<file path="config.mk">
export PLATFORM = sky130hd
export DESIGN_NAME = imem_loader
export DESIGN_NICKNAME = d
export VERILOG_FILES = /design/src/rtl/imem_loader.sv
export SDC_FILE = /design/constraint.sdc
export NUM_CORES = 1
export LEC_CHECK = 0
export CAP_MARGIN = 20
export CORE_ASPECT_RATIO = 1.2
export CORE_MARGIN = 1
export CORE_UTILIZATION = 29
export CTS_CLUSTER_DIAMETER = 120
export CTS_CLUSTER_SIZE = 28
export DETAILED_ROUTE_END_ITERATION = 12
export SYNTH_ARGS = -nofsm -noshare
export SYNTH_HDL_FRONTEND = slang
export SYNTH_SLANG_ARGS = --single-unit
</file>
<file path="constraint.sdc">
create_clock -name clock -period 4.8 [get_ports clock]
set_clock_uncertainty 0.2 [all_clocks]
set_input_delay 0.72 -clock clock [delete_from_list [all_inputs] [get_ports clock]]
set_output_delay 0.72 -clock clock [all_outputs]
set_load 0.02 [all_outputs]
</file>
<file path="src/rtl/imem_loader.sv">
// Byte-stream IMEM loader: parses a framed, XOR-checksummed image into IMEM word writes.
// The core is held in reset until the frame checksum is verified.
module imem_loader #(
  parameter int ADDR_W = 8
) (
  input  logic              clock,
  input  logic              reset,
  input  logic              s_valid,
  input  logic [7:0]        s_data,
  output logic              s_ready,
  output logic              imem_we,
  output logic [ADDR_W-1:0] imem_waddr,
  output logic [31:0]       imem_wdata,
  output logic              core_hold,
  output logic              load_done,
  output logic              load_error,
  output logic [15:0]       words_loaded
);
  localparam logic [16:0] MAX_WORDS = 17'(1) << ADDR_W;

  typedef enum logic [2:0] {HDR0, HDR1, PAYLOAD, CHK, DONE, ERROR} state_t;

  state_t      state;
  logic [15:0] cnt;
  logic [1:0]  bsel;
  logic [23:0] wbuf;
  logic [7:0]  xsum;
  logic [16:0] hdr_cnt;
  logic        accept;

  assign s_ready = reset && (state != DONE) && (state != ERROR);
  assign accept  = s_valid && s_ready;
  assign hdr_cnt = {1'b0, s_data, cnt[7:0]};

  // words_loaded doubles as the running word index into IMEM
  always_ff @(posedge clock) begin
    if (!reset) begin
      state        <= HDR0;
      cnt          <= '0;
      bsel         <= '0;
      wbuf         <= '0;
      xsum         <= '0;
      imem_we      <= 1'b0;
      imem_waddr   <= '0;
      imem_wdata   <= '0;
      words_loaded <= '0;
      load_done    <= 1'b0;
      load_error   <= 1'b0;
      core_hold    <= 1'b1;
    end else begin
      imem_we <= 1'b0;
      if (accept) begin
        if (state != CHK) xsum <= xsum ^ s_data;
        case (state)
          HDR0: begin
            cnt[7:0] <= s_data;
            state    <= HDR1;
          end
          HDR1: begin
            cnt[15:8] <= s_data;
            if (hdr_cnt > MAX_WORDS) begin
              state      <= ERROR;
              load_error <= 1'b1;
            end else if (hdr_cnt == 17'd0) begin
              state <= CHK;
            end else begin
              state <= PAYLOAD;
            end
          end
          PAYLOAD: begin
            bsel <= bsel + 2'd1;
            case (bsel)
              2'd0: wbuf[7:0]   <= s_data;
              2'd1: wbuf[15:8]  <= s_data;
              2'd2: wbuf[23:16] <= s_data;
              default: begin
                imem_we      <= 1'b1;
                imem_waddr   <= words_loaded[ADDR_W-1:0];
                imem_wdata   <= {s_data, wbuf};
                words_loaded <= words_loaded + 16'd1;
                if (words_loaded + 16'd1 == cnt) state <= CHK;
              end
            endcase
          end
          CHK: begin
            if (s_data == xsum) begin
              state     <= DONE;
              load_done <= 1'b1;
              core_hold <= 1'b0;
            end else begin
              state      <= ERROR;
              load_error <= 1'b1;
            end
          end
          default: ;
        endcase
      end
    end
  end
endmodule

</file>
==> impl_metrics.env <==
export IMPL_fin_area_mm2=0.006546
export IMPL_initial_utilization=0.3006
export IMPL_worstPathRequired_ps=3880
export IMPL_postPlaceCellArea_mm2=0.005944
export IMPL_reg2reg_from="words_loaded[0]$_SDFFE_PN0P_"
export IMPL_seq_area_frac_synth=0.4415
export IMPL_maxCapViolCount=0
export IMPL_synthCells=592
export IMPL_avgRoutedWirePerCell_um=14.22
export IMPL_ys_ff_latch=113
export IMPL_critPathArrivalTime_ps=2060
export IMPL_dieHeight_um=147.6
export IMPL_final_hold_viol_count=0
export IMPL_cp_start_kind="input port"
export IMPL_worstHoldPathCells=2
export IMPL_area_growth_pct=27.77
export IMPL_slew_headroom=0.4848
export IMPL_drtIter0Drc=285
export IMPL_cts_made_buffers=17
export IMPL_clock_root_buffer="clkbuf_16"
export IMPL_post_route_period_util=0.6200
export IMPL_rows=52
export IMPL_dp_hpwl_um=8398
export IMPL_overflow=0
export IMPL_worst_slew_pin_slew_ps=768.6
export IMPL_cts_num_sinks=113
export IMPL_synth_warnings=0
export IMPL_synth_area_mm2=0.005124
export IMPL_vias=4108
export IMPL_grt_start_max_net_pins=100
export IMPL_clkTransAtPathRegs_ps=50
export IMPL_h_tree_depth=4
export IMPL_nFillCells=1683
export IMPL_vdd_drop_max_mv=0.1856
export IMPL_post_route_drc_count=0
export IMPL_chipWidth_um=123.3
export IMPL_gp_congestion=0.7861
export IMPL_grt_total_usage=0.1474
export IMPL_cts_setup_buffers=0
export IMPL_setup_viol=0
export IMPL_multi_input_area_mm2=0.002643
export IMPL_p_leak_nw=2.213
export IMPL_outcome="finished, final reports clean"
export IMPL_crit_path_end_kind="primary output"
export IMPL_reg2reg_slack_ps=2110
export IMPL_hold_class="register to register"
export IMPL_reg2reg_depth=7
export IMPL_io_pin_count=72
export IMPL_antenna_found_initial=0
export IMPL_slew_viol_final=0
export IMPL_yosysUniqueCellTypes=47
export IMPL_dr_pass1_iters=5
export IMPL_fin_nets=656
export IMPL_ys_flop_type="dfxtp_1"
export IMPL_synth_edf_count=0
export IMPL_worstPathMaxFanout=18
export IMPL_worstSkewPairLatency_ps=410
export IMPL_final_cell_mix="131 x nand2_1, 113 x dfxtp_1, 70 x clkdlybuf4s50_1"
export IMPL_regArea_mm2=0.002262
export IMPL_async_reset_ff_frac=0
export IMPL_max_freq_ghz=0.3360
export IMPL_grt_pass1_vias=4160
export IMPL_cts_tree="yes"
export IMPL_final_core_util=0.3840
export IMPL_drtAntennaViolNets=0
export IMPL_avgSynthCellArea_um2=8.655
export IMPL_dieArea_mm2=0.01821
export IMPL_cts_resized=0
export IMPL_clock_path_buffers=2
export IMPL_p_per_area_mw_per_mm2=358.2
export IMPL_min_to="imem_wdata[9]$_SDFFE_PN0P_"
export IMPL_portBuffers=71
export IMPL_vias_per_cell=4.733
export IMPL_hold_ws_ps=262.9
export IMPL_grt_pass1_wl_um=20680
export IMPL_core_area_mm2=0.01705
export IMPL_hold_buffers=0
export IMPL_path_class="input port to primary output"
export IMPL_syn_nets=608
export IMPL_hold_path_startpoint="imem_wdata[9]$_SDFFE_PN0P_"
export IMPL_drive_gt1_frac=0.07515
export IMPL_timing_setup_tns_ps=0
export IMPL_num_antenna_cells=0
export IMPL_final_common_cell="nand2_1"
export IMPL_grt_setup_unrepaired="false"
export IMPL_fin_crit_ps=2976
export IMPL_r2r_end="state[0]$_SDFFE_PN0P_"
export IMPL_routed_wl_um=12340
-- cell families after synthesis --
| kind of cell | after synthesis | share of synthesized area |
|---|---|---|
| DFF | 113 | 0.4415 |
| muxes | 16 | 0.03126 |
| xor gates and xnor gates | 55 | 0.09402 |
| and+or+nand+nor | 256 | 0.2471 |
| adders and majority gates | 5 | 0.01221 |
| buffers and inverters | 55 | 0.04420 |
| AOI/OAI and AO/OA | 92 | 0.1297 |
-- Yosys cell counts (2+ instances only) --
master    instances  share of area
nand2_1         131          0.096
dfxtp_1         113           0.44
a21boi_0         67          0.098
xnor2_1          42          0.072
clkbuf_1         33          0.024
nand3_1          33          0.032
nor2b_1          23          0.028
and2_1           21          0.026
mux2i_1          16          0.031
nor2_1           13         0.0095
xor2_1           13          0.022
inv_1             8         0.0059
nor4_1            8         0.0098
o21ai_0           8         0.0078
a21oi_1           5         0.0049
buf_1             5         0.0037
ha_1              5          0.012
nor3_1            5         0.0049
buf_4             4         0.0059
nand4_1           4         0.0049
a31oi_1           2         0.0024
a41oi_1           2         0.0034
and3_1            2         0.0024
buf_2             2         0.0020
clkbuf_2          2         0.0020
o21a_1            2         0.0029
o31ai_1           2         0.0029
or3_1             2         0.0024
-- sequential cells by signal, summed over array words and instances (netlist names) --
| signal | flops |
|---|---|
| bsel | 2 |
| cnt | 16 |
| core_hold | 1 |
| imem_waddr | 8 |
| imem_wdata | 32 |
| imem_we | 1 |
| load_done | 1 |
| load_error | 1 |
| state | 3 |
| wbuf | 24 |
| words_loaded | 16 |
| xsum | 8 |
-- metal layers --
metal / wire, µm / vias to the layer above / global-route usage / part of all wire
met5: 0 / - / 0 / 0
met1: 5604 / 1927 / 0.1804 / 0.45
met4: 349 / 0 / 0.07892 / 0.028
li1: - / 2056 / - / -
met2: 5808 / 102 / 0.2318 / 0.47
met3: 582 / 23 / 0.04167 / 0.047
-- stage by stage --
stage / cells / setup slack [ps] / total power, mW
final: 868 / 1824 / 2.345
after global routing: 868 / 1755 / 2.429
after CTS: 868 / 1806 / 2.372
after detailed placement: 837 / 1561 / 1.092
after global placement: 837 / 1628 / 1.090
after floorplan: 592 / 2163 / 1.060
-- worst max-delay path by stage --
| stage | startpoint | to |
|---|---|---|
| finish | reset | s_ready |
| global route | state[1]$_SDFFE_PN0P_ | s_ready |
| CTS | reset | s_ready |
| detailed placement | s_valid | words_loaded[10]$_SDFFE_PN0P_ |
| global placement | s_valid | words_loaded[10]$_SDFFE_PN0P_ |
| floorplan | reset | xsum[0]$_SDFFE_PN0P_ |
-- area by class of cell --
class                   instances  share of cell area
inverters                       9            0.005161
well taps                     216             0.04128
clock buffers                  18             0.06709
clock inverters                13             0.02485
flip-flops and latches        113              0.3456
multi-input cells             424              0.4037
repair buffers                 75              0.1124
-- where the power goes --
part | internal [mW] | total (mW) | switching (mW) | leakage [nW]
Sequential | 0.951 | 0.963 | 0.0116 | 0.912
Clock | 0.826 | 1.27 | 0.447 | 0.288
Combinational | 0.0512 | 0.109 | 0.0582 | 1.01
Total | 1.83 | 2.35 | 0.517 | 2.21
-- critical path, cell delays in order --
cell and delay [ps]:
buf_2 290, a21boi_0 360, clkdlybuf4s50_1 680
No activity file was read; power rests on OpenSTA's default activity.
